==> config.mk <==
export PLATFORM = sky130hd
export DESIGN_NAME = gate_control_list
export DESIGN_NICKNAME = d
export VERILOG_FILES = /design/src/rtl/gate_control_list.sv
export SDC_FILE = /design/constraint.sdc
export NUM_CORES = 1
export LEC_CHECK = 0
export CORE_MARGIN = 2
export CORE_UTILIZATION = 44
export DETAILED_ROUTE_END_ITERATION = 8
export DONT_BUFFER_PORTS = 1
export MAX_ROUTING_LAYER = met4
export PLACE_DENSITY = 0.64
export SKIP_CTS_REPAIR_TIMING = 1
export SLEW_MARGIN = 20
export SYNTH_ARGS = -nofsm -noshare
export SYNTH_HDL_FRONTEND = slang
export SYNTH_SLANG_ARGS = --single-unit
==> constraint.sdc <==
create_clock -name clk -period 7.4 [get_ports clk]
set_clock_uncertainty 0.2 [all_clocks]
set_input_delay 1.48 -clock clk [delete_from_list [all_inputs] [get_ports clk]]
set_output_delay 1.48 -clock clk [all_outputs]
set_load 0.01 [all_outputs]
==> src/rtl/gate_control_list.sv <==
// gate_control_list: 802.1Qbv time-aware gate generator that walks a programmable gate
// control list against PTP time. Define GCL_SHADOW_EN for a double-buffered (active/shadow) GCL.
module gate_control_list #(
  parameter int unsigned MAX_ENTRIES   = 16,
  parameter int unsigned ENTRY_IDX_W   = 4,
  parameter int unsigned CLK_PERIOD_NS = 8,
  parameter logic [7:0]  DEFAULT_GATES = 8'hFF
) (
  input  logic                   clk,
  input  logic                   reset,
  input  logic [31:0]            sync_time_ptp_ns,
  input  logic                   cfg_enable,
  input  logic [31:0]            cfg_base_ns,
  input  logic [ENTRY_IDX_W:0]   cfg_num_entries,
  input  logic                   cfg_wr_en,
  input  logic [ENTRY_IDX_W-1:0] cfg_wr_addr,
  input  logic [31:0]            cfg_wr_data,
  input  logic                   cfg_commit,
  output logic [7:0]             gate_state,
  output logic [23:0]            gate_remaining_ns,
  output logic [ENTRY_IDX_W-1:0] cur_entry,
  output logic                   running,
  output logic                   cfg_pending
);
  localparam logic signed [32:0] NS_PER_SEC  = 33'sd1_000_000_000;
  localparam logic signed [32:0] PERIOD_S    = $signed(33'(CLK_PERIOD_NS));
  localparam logic [23:0]        PERIOD_NS24 = 24'(CLK_PERIOD_NS);
  localparam logic [ENTRY_IDX_W:0] NUM_ONE   = (ENTRY_IDX_W+1)'(1);
  localparam logic [ENTRY_IDX_W:0] NUM_MAX   = (ENTRY_IDX_W+1)'(MAX_ENTRIES);

  typedef enum logic [1:0] {IDLE, WAIT_BASE, RUN} state_t;

  state_t                 state_q, state_d;
  logic [7:0]             gate_q, gate_d;
  logic [23:0]            rem_q, rem_d;
  logic [ENTRY_IDX_W-1:0] cur_q, cur_d;
  logic [ENTRY_IDX_W:0]   num_q, num_d;
  logic                   load;
  logic [ENTRY_IDX_W-1:0] load_idx;
  logic [31:0]            rd_word;

  // The base is hit when (now - base) mod 1e9 falls inside the current clock period,
  // which keeps the comparison correct across the 999_999_999 -> 0 seconds rollover.
  function automatic logic base_hit(input logic [31:0] now_ns, input logic [31:0] base_ns);
    logic signed [32:0] diff;
    diff = $signed({1'b0, now_ns}) - $signed({1'b0, base_ns});
    if (diff < 0) diff = diff + NS_PER_SEC;
    return diff < PERIOD_S;
  endfunction

  function automatic logic [ENTRY_IDX_W:0] eff_num(input logic [ENTRY_IDX_W:0] n);
    if (n == '0) return NUM_ONE;
    if (n > NUM_MAX) return NUM_MAX;
    return n;
  endfunction

`ifdef GCL_SHADOW_EN
  logic [31:0] gcl_mem [2*MAX_ENTRIES];
  logic        active_q, active_d;
  logic        pending_q, pending_d;
  logic        swap;

  always_ff @(posedge clk) begin
    if (cfg_wr_en) gcl_mem[{~active_q, cfg_wr_addr}] <= cfg_wr_data;
  end

  always_ff @(posedge clk or posedge reset) begin
    if (reset) begin
      active_q  <= 1'b0;
      pending_q <= 1'b0;
    end else begin
      active_q  <= active_d;
      pending_q <= pending_d;
    end
  end

  assign cfg_pending = pending_q;
`else
  logic [31:0] gcl_mem [MAX_ENTRIES];
  logic        unused_commit;

  always_ff @(posedge clk) begin
    if (cfg_wr_en) gcl_mem[cfg_wr_addr] <= cfg_wr_data;
  end

  assign unused_commit = cfg_commit;
  assign cfg_pending   = 1'b0;
`endif

  always_comb begin
    state_d  = state_q;
    gate_d   = gate_q;
    rem_d    = rem_q;
    cur_d    = cur_q;
    num_d    = num_q;
    load     = 1'b0;
    load_idx = '0;

    case (state_q)
      IDLE: begin
        if (cfg_enable) state_d = WAIT_BASE;
      end
      WAIT_BASE: begin
        if (!cfg_enable) begin
          state_d = IDLE;
        end else if (base_hit(sync_time_ptp_ns, cfg_base_ns)) begin
          state_d = RUN;
          load    = 1'b1;
          num_d   = eff_num(cfg_num_entries);
        end
      end
      RUN: begin
        if (!cfg_enable) begin
          state_d = IDLE;
        end else if (rem_q <= PERIOD_NS24) begin
          // Reload instead of decrementing so the counter never underflows; the
          // entry count is only re-sampled when the list wraps back to entry 0.
          load = 1'b1;
          if ({1'b0, cur_q} == num_q - NUM_ONE) num_d = eff_num(cfg_num_entries);
          else load_idx = cur_q + 1'b1;
        end else begin
          rem_d = rem_q - PERIOD_NS24;
        end
      end
      default: state_d = IDLE;
    endcase

`ifdef GCL_SHADOW_EN
    swap      = 1'b0;
    pending_d = pending_q;
    if (state_q == IDLE) swap = cfg_commit;
    else if (pending_q && ((load && load_idx == '0) || state_d == IDLE)) swap = 1'b1;
    else if (cfg_commit) pending_d = 1'b1;
    if (swap) pending_d = 1'b0;
    active_d = active_q ^ swap;
    // A swap coinciding with a load must already read the newly active bank.
    rd_word  = gcl_mem[{active_d, load_idx}];
`else
    rd_word  = gcl_mem[load_idx];
`endif

    if (load) begin
      gate_d = rd_word[31:24];
      rem_d  = rd_word[23:0];
      cur_d  = load_idx;
    end

    if (state_d != RUN) begin
      gate_d = DEFAULT_GATES;
      rem_d  = '0;
      cur_d  = '0;
    end
  end

  always_ff @(posedge clk or posedge reset) begin
    if (reset) begin
      state_q <= IDLE;
      gate_q  <= DEFAULT_GATES;
      rem_q   <= '0;
      cur_q   <= '0;
      num_q   <= NUM_ONE;
    end else begin
      state_q <= state_d;
      gate_q  <= gate_d;
      rem_q   <= rem_d;
      cur_q   <= cur_d;
      num_q   <= num_d;
    end
  end

  assign gate_state        = gate_q;
  assign gate_remaining_ns = rem_q;
  assign cur_entry         = cur_q;
  assign running           = (state_q == RUN);

endmodule

==> flow_summary.rst, run 1 <==
.. list-table::
   :header-rows: 1

   * - Metric
     - Value
   * - Critical Path Fanout Max
     - 24
   * - GRT Total Usage
     - 0.217
   * - Root cell of the clock tree
     - sky130_fd_sc_hd__clkbuf_16
   * - Number of remaining DRC errors
     - 0
   * - FF+latch count, synth
     - 555
   * - RSZ-0062 raised after global routing
     - no
   * - Top-area cell type share of the netlist area
     - 0.608
   * - Top Ports
     - 148
   * - Syn nets
     - 2054
   * - Area of the die
     - 59500 um2
   * - Kind of end point of the critical path
     - flop
   * - Number of buffers created by CTS
     - 55
   * - Detail Route Antenna Nets
     - 0
   * - Leading cell type by number of instances after synthesis
     - sky130_fd_sc_hd__edfxtp_1
   * - Antenna violations before repair
     - 0
   * - Hold Crit Class
     - flop to flop
   * - Share of cell area taken by muxes after synthesis
     - 0.0529
   * - Initial detailed-routing violation count
     - 1510
   * - Setup Slack @ Placement
     - 0.501 ns
   * - Layout Nets
     - 2035
   * - Worst-case register-to-register setup slack
     - 1.78 ns
   * - Hpwl dp
     - 37300 um
   * - Min Tclk post-route
     - 6.37 ns
   * - Final slew viol count
     - 0
   * - Synthesized-area fraction occupied by ao, oa, aoi and oai cells
     - 0.148
   * - H-Tree Depth
     - 2
   * - Clock sink total
     - 555
   * - Fraction of met2 tracks used by global routing
     - 0.353
   * - Routability congestion estimate from global placement
     - 0.884
   * - Floorplan row count
     - 87
   * - Remaining global-route overflow
     - 0
   * - First-pass iteration count of the detailed router
     - 7
   * - Clock buffer depth
     - 3
   * - Cell Area, Placed
     - 26300 um2
   * - Most numerous cell types in the synthesized netlist
     - 512 x sky130_fd_sc_hd__edfxtp_1, 169 x sky130_fd_sc_hd__nand2_1, 104 x sky130_fd_sc_hd__nor2_1
   * - Via total after detailed routing
     - 16200
   * - Final-layout setup total negative slack
     - 0 ns
   * - Startpoint type of the worst setup path
     - input pin
   * - # placed instances
     - 2585
   * - Clock share of power
     - 0.378
   * - Largest family of logic cells by synthesized area
     - compound AO/OA/AOI/OAI gates
   * - Skew-Pair Late Insertion Delay
     - 0.62 ns
   * - Share of synthesized area occupied by flip-flops and latches
     - 0.650
   * - Leakage power total
     - 0.00931 uW
   * - Switching part of the total
     - 0.257
   * - Chip Width
     - 244 um
   * - Final Cycle Share
     - 0.861
   * - Sequential share of power
     - 0.472
   * - Critical path start-end classification
     - input pin to flop
   * - Post-synthesis average cell area
     - 13.3 um2
   * - Status
     - completed
   * - Global-route wire length before repair
     - 95600 um
   * - Max_cap viols
     - 0
   * - Reported net switching power
     - 1950 uW
   * - Final WL
     - 63900 um
   * - Met3 capacity usage during global routing
     - 0.0453
   * - Final Cell Area
     - 28200 um2
   * - Share of final-layout standard cells stronger than drive strength 1
     - 0.127
   * - Number of setup violations in the final report
     - 0
   * - Endpoint arrival time on the critical path
     - 6.68 ns
   * - Number of diodes added for antenna fixing
     - 0
   * - Number of enable-type register cells in the synthesized netlist
     - 512
   * - Fraction of synthesized cell area in xor and xnor cells
     - 0.0128
   * - Number of distinct library cells after synthesis
     - 97
   * - Via count of the first global-routing pass
     - 16000
   * - M1 GR Usage
     - 0.279
   * - Effective utilization at floorplan
     - 0.447
   * - Clock edge transition at the registers on the reported setup and hold paths
     - 0.06 ns
   * - Number of hold violations in the final report
     - 0
   * - Fraction of the mapped netlist area in simple logic gates
     - 0.0897
   * - Max transition margin
     - 0.319
   * - TritonCTS clock tree
     - yes
   * - Cell Count, Final, Fillers Out
     - 2689
   * - Post-synth top flop
     - sky130_fd_sc_hd__edfxtp_1
   * - Power density cells
     - 269 nW/um2
   * - Die Ht
     - 244 um
   * - Max frequency
     - 0.157 GHz
   * - Port Buffer Count
     - 0
   * - Pin count of the biggest net entering global routing
     - 65
   * - Fill cell count
     - 4926
   * - Cells after Synth
     - 1905
   * - Top cells by area in the synthesized netlist
     - sky130_fd_sc_hd__edfxtp_1 61%, sky130_fd_sc_hd__dfrtp_1 3.4%, sky130_fd_sc_hd__mux2i_1 2.9%
   * - Required time at the endpoint of the critical path
     - 7.71 ns
   * - Largest area contributor in the synthesized netlist
     - sky130_fd_sc_hd__edfxtp_1
   * - Core box area
     - 56600 um2
   * - Worst-case setup margin in the final layout
     - 1.03 ns
   * - Post-synthesis async set-or-reset flop share
     - 0.0775
   * - Yosys synthesis warning count
     - 0
   * - Highest-utilization routing layer at the global route stage
     - met2
   * - Worst slew pin tran
     - 1.02 ns
   * - Post-Synth Adder-Cell Area
     - 0.0193
   * - Area growth from synthesis to layout
     - 11.3%
   * - Largest voltage drop on the vdd net
     - 0.217 mV
   * - Power, Total
     - 7570 uW
   * - P_int
     - 5630 uW
   * - Area of the mapped netlist
     - 25300 um2
   * - Final routed wire length divided by cell count
     - 23.8 um
   * - Via density per instance
     - 6.03
   * - Portion of total power attributed to combinational logic
     - 0.150
final timing paths:
kind | startpoint | end | cells past startpoint
max | cfg_base_ns[2] | gate_remaining_ns[15] | 20
min | num_q[0] | num_q[0] | 2
max reg2reg | gate_remaining_ns[14] | gate_remaining_ns[9] | 13
min reg2reg | num_q[0] | num_q[0] | 2
max in group asynchronous | reset | gate_remaining_ns[9] | 1
min in group asynchronous | reset | num_q[1] | 1
logic make-up after synthesis:
| kind of cell | after synthesis |
|---|---|
| AO/OA/AOI/OAI | 505 |
| XOR/XNOR | 36 |
| adder cells (fa/ha/maj) | 39 |
| buffers and inverters | 167 |
| flip-flops | 555 |
| multiplexers | 127 |
| other | 1 |
| AND/OR/NAND/NOR | 475 |
worst max-delay path, cell delays in order:
cell and delay, ns:
sky130_fd_sc_hd__inv_1 0.03, sky130_fd_sc_hd__ha_1 0.31, sky130_fd_sc_hd__o21a_1 0.20, sky130_fd_sc_hd__o211ai_1 0.48, sky130_fd_sc_hd__o21ai_4 0.19, sky130_fd_sc_hd__a21oi_1 0.29, sky130_fd_sc_hd__xnor2_1 0.19, sky130_fd_sc_hd__ha_1 0.23
sky130_fd_sc_hd__a21oi_1 0.07, sky130_fd_sc_hd__o311ai_1 0.52, sky130_fd_sc_hd__a2111oi_4 0.19, sky130_fd_sc_hd__o21ai_0 0.31, sky130_fd_sc_hd__nand4b_1 0.15, sky130_fd_sc_hd__o311ai_0 0.16, sky130_fd_sc_hd__and2_1 0.21, sky130_fd_sc_hd__a31oi_4 0.38
sky130_fd_sc_hd__and2_2 0.64, sky130_fd_sc_hd__buf_12 0.26, sky130_fd_sc_hd__a211oi_1 0.07, sky130_fd_sc_hd__a311oi_1 0.30
power by group through the flow:
stage	clock network (uW)	logic [uW]	registers, uW
floorplan	0	858	3620
global placement	0	1100	3640
detailed placement	0	1120	3640
CTS	2900	1130	3580
global route	3010	1240	3580
finish	2860	1130	3580
layout by cell type, fill, tap and decap left out, types with 38 or more instances in the layout:
master                      count
sky130_fd_sc_hd__ha_1          39
sky130_fd_sc_hd__nand2_1      169
sky130_fd_sc_hd__mux2_2        51
sky130_fd_sc_hd__nor2_1        89
sky130_fd_sc_hd__edfxtp_1     512
sky130_fd_sc_hd__nand3_1       38
sky130_fd_sc_hd__inv_1         51
sky130_fd_sc_hd__a21oi_1       88
sky130_fd_sc_hd__a211oi_1      42
sky130_fd_sc_hd__o21ai_0       91
sky130_fd_sc_hd__clkbuf_16     58
sky130_fd_sc_hd__a22oi_1       49
sky130_fd_sc_hd__mux2i_1       74
sky130_fd_sc_hd__a222oi_1      48
cell type report:
class	instances	area [um2]	share of cell area
Inverter	52	195	0.00693
Multi-Input combinational cell	1183	8330	0.296
Clock buffer	79	1550	0.0550
Sequential cell	555	16500	0.584
Clock inverter	25	328	0.0116
Timing Repair Buffer	39	355	0.0126
Tap cell	756	946	0.0336
sequential cells by signal (all words and copies together), names as in the netlist:
name	cells
cur_entry	4
gcl_mem	512
num_q	5
gate_remaining_ns	24
gate_state	8
state_q	2
routing by layer:
| metal | vias up | part of all wire |
|---|---|---|
| met1 | 8073 | 0.42 |
| li1 | 7430 | - |
| met4 | 0 | 0.017 |
| met3 | 80 | 0.086 |
| met2 | 645 | 0.48 |
| met5 | - | 0 |
through the flow:
| step | utilization | hold slack [ns] |
|---|---|---|
| finish | 0.498 | 0.333 |
| global route | 0.498 | 0.357 |
| CTS | 0.498 | 0.332 |
| detailed placement | 0.465 | 0.313 |
| global placement | 0.465 | 0.310 |
| floorplan | - | 0.285 |
Note: power is estimated with default switching activity, not from simulation.
==> run 2, diff against run 1 <==
CAP_MARGIN = 20   (was default)
GPL_ROUTABILITY_DRIVEN = 0   (was default)
PLACE_DENSITY = 0.67   (was 0.64)
==> flow_summary.rst, run 2 (synthesis gave the netlist of run 1 again) <==
.. list-table::
   :header-rows: 1

   * - Metric
     - Value
   * - Ordered cell list for the critical path
     - inv_1, ha_1, o21a_1, o211ai_1, o21ai_4, a21oi_1, xnor2_1, ha_1, a21oi_1, o311ai_1, a2111oi_4, o21ai_0, nand4b_1, o311ai_0, and2_1, a31oi_4, and2_2, buf_12, a211oi_1, a311oi_1
   * - P_int
     - 5440 uW
   * - Number of buffers created by CTS
     - 54
   * - Worst slew pin tran
     - 0.996 ns
   * - Reported net switching power
     - 1950 uW
   * - Kind of end point of the critical path
     - flop
   * - Layout Nets
     - 2029
   * - RSZ-0062 raised after global routing
     - no
   * - Register containing the most flip-flops in the final layout
     - gcl_mem
   * - Portion of total power attributed to combinational logic
     - 0.153
   * - Power density cells
     - 264 nW/um2
   * - Critical-path top delay cell
     - sky130_fd_sc_hd__and2_2
   * - Share of final-layout standard cells stronger than drive strength 1
     - 0.121
   * - Endpoint arrival time on the critical path
     - 6.66 ns
   * - Chip Width
     - 244 um
   * - Hpwl dp
     - 36800 um
   * - Final Cycle Share
     - 0.856
   * - Number of diodes added for antenna fixing
     - 0
   * - End point of the most critical hold path
     - num_q[0]
   * - Number of hold violations in the final report
     - 0
   * - Critical path start-end classification
     - input pin to flop
   * - Hold path startpoint
     - num_q[0]
   * - Skew-Pair Late Insertion Delay
     - 0.64 ns
   * - Die Ht
     - 244 um
   * - Number of remaining DRC errors
     - 0
   * - Final slew viol count
     - 0
   * - Worst-case register-to-register setup slack
     - 1.82 ns
   * - Startpoint type of the worst setup path
     - input pin
   * - Via density per instance
     - 6.20
   * - Pin count of the biggest net entering global routing
     - 79
   * - Via total after detailed routing
     - 16600
   * - Root cell of the clock tree
     - sky130_fd_sc_hd__clkbuf_16
   * - Initial detailed-routing violation count
     - 1763
   * - Critical Path Fanout Max
     - 24
   * - Max transition margin
     - 0.334
   * - Slowest Stage Delay on Critical Path
     - 0.64 ns
   * - Flip-flop count of the largest register, all copies and words added
     - 512
   * - Worst reg2reg endpoint
     - gate_remaining_ns[14]
   * - Commonest cells after routing, fill and taps aside
     - 512 x sky130_fd_sc_hd__edfxtp_1, 169 x sky130_fd_sc_hd__nand2_1, 91 x sky130_fd_sc_hd__o21ai_0
   * - Cell Area, Placed
     - 26300 um2
   * - Min Tclk post-route
     - 6.33 ns
   * - Clock edge transition at the registers on the reported setup and hold paths
     - 0.06 ns
   * - Minimum hold slack
     - 0.321 ns
   * - Area growth from synthesis to layout
     - 10.6%
   * - Number of setup violations in the final report
     - 0
   * - Area of the die
     - 59500 um2
   * - Clock share of power
     - 0.363
   * - Leakage power total
     - 0.00922 uW
   * - Depth of the worst hold-timing path
     - 2
   * - Sequential share of power
     - 0.484
   * - Startpoint of the lowest-slack register-to-register path
     - gate_remaining_ns[15]
   * - Max frequency
     - 0.158 GHz
   * - TritonCTS clock tree
     - yes
   * - First-pass iteration count of the detailed router
     - 6
   * - Required time at the endpoint of the critical path
     - 7.73 ns
   * - Hold Crit Class
     - flop to flop
   * - Global-route wire length before repair
     - 97500 um
   * - Top Ports
     - 148
   * - Max_cap viols
     - 0
   * - Antenna violations before repair
     - 1
   * - Final routed wire length divided by cell count
     - 24.2 um
   * - GRT Total Usage
     - 0.220
   * - Largest voltage drop on the vdd net
     - 0.250 mV
   * - Register-to-Register Path Depth
     - 14
   * - Clock sink total
     - 555
   * - Effective utilization at floorplan
     - 0.447
   * - Final Cell Area
     - 28000 um2
   * - Commonest non-fill, non-tap cell in the layout
     - sky130_fd_sc_hd__edfxtp_1
   * - Floorplan row count
     - 87
   * - Detail Route Antenna Nets
     - 0
   * - Port Buffer Count
     - 0
   * - Core box area
     - 56600 um2
   * - Final WL
     - 64800 um
   * - Remaining global-route overflow
     - 0
   * - H-Tree Depth
     - 2
   * - Status
     - completed
   * - Via count of the first global-routing pass
     - 16200
   * - Clock buffer depth
     - 3
   * - Final-layout setup total negative slack
     - 0 ns
   * - Switching part of the total
     - 0.264
   * - Power, Total
     - 7390 uW
[run 2: changes by cell type in the layout (fill, tap and decap cells not counted), moves of 2 or more]
cell	change
sky130_fd_sc_hd__clkinvlp_4	-3
sky130_fd_sc_hd__clkbuf_16	-4
sky130_fd_sc_hd__bufinv_16	-2
sky130_fd_sc_hd__buf_12	+2
sky130_fd_sc_hd__buf_4	-7
sky130_fd_sc_hd__clkinv_1	+8
sky130_fd_sc_hd__clkbuf_1	-5
[run 2: how the worst max path moves through the flow]
stage                     depth (start not counted)                     to           start  slack [ns]
after floorplan                                  21  gate_remaining_ns[14]  cfg_base_ns[2]        1.49
after global placement                           20  gate_remaining_ns[15]  cfg_base_ns[2]        0.62
after detailed placement                         20  gate_remaining_ns[15]  cfg_base_ns[2]        0.53
after CTS                                        20  gate_remaining_ns[15]  cfg_base_ns[2]        1.15
after global routing                             17  gate_remaining_ns[13]  cfg_base_ns[9]        0.74
final                                            20  gate_remaining_ns[15]  cfg_base_ns[2]        1.07
[run 2: worst max-delay path: cells and delay by family]
kind / cells / cell delay [ns]
compound gates: 12 / 3.15
fa+ha+maj: 2 / 0.51
xor+xnor: 1 / 0.19
simple gates: 3 / 1.03
buf+inv: 2 / 0.27
[run 2: layout make-up]
type                       count  area, um2
inverter                      52        196
fill                        4805      28600
timing repair buffer          34        343
multi-input combinational   1183       8320
clock inverter                29        299
tap                          756        946
sequential                   555      16500
clock buffer                  69       1420
[run 2: stage by stage]
step | std cells | worst slack (ns) | utilization
global route | 2678 | 0.740 | 0.494
floorplan | 1905 | 1.49 | -
finish | 2678 | 1.07 | 0.494
global placement | 2580 | 0.618 | 0.464
detailed placement | 2580 | 0.531 | 0.464
CTS | 2678 | 1.15 | 0.494
[run 2: power groups by stage]
| stage | registers [uW] | logic [uW] | clock network [uW] |
|---|---|---|---|
| 2_1_floorplan | 3620 | 858 | 0 |
| 3_3_place_gp | 3640 | 1080 | 0 |
| 3_5_place_dp | 3640 | 1110 | 0 |
| 4_1_cts | 3580 | 1110 | 2710 |
| 5_1_grt | 3580 | 1230 | 2840 |
| 6_report | 3580 | 1130 | 2680 |
[run 2: per-layer routing]
layer	vias to the layer above	global-route usage	share of wire
li1	7409	-	-
met5	-	-	0
met4	0	0.0610	0.023
met3	114	0.0538	0.10
met2	756	0.347	0.47
met1	8322	0.285	0.41
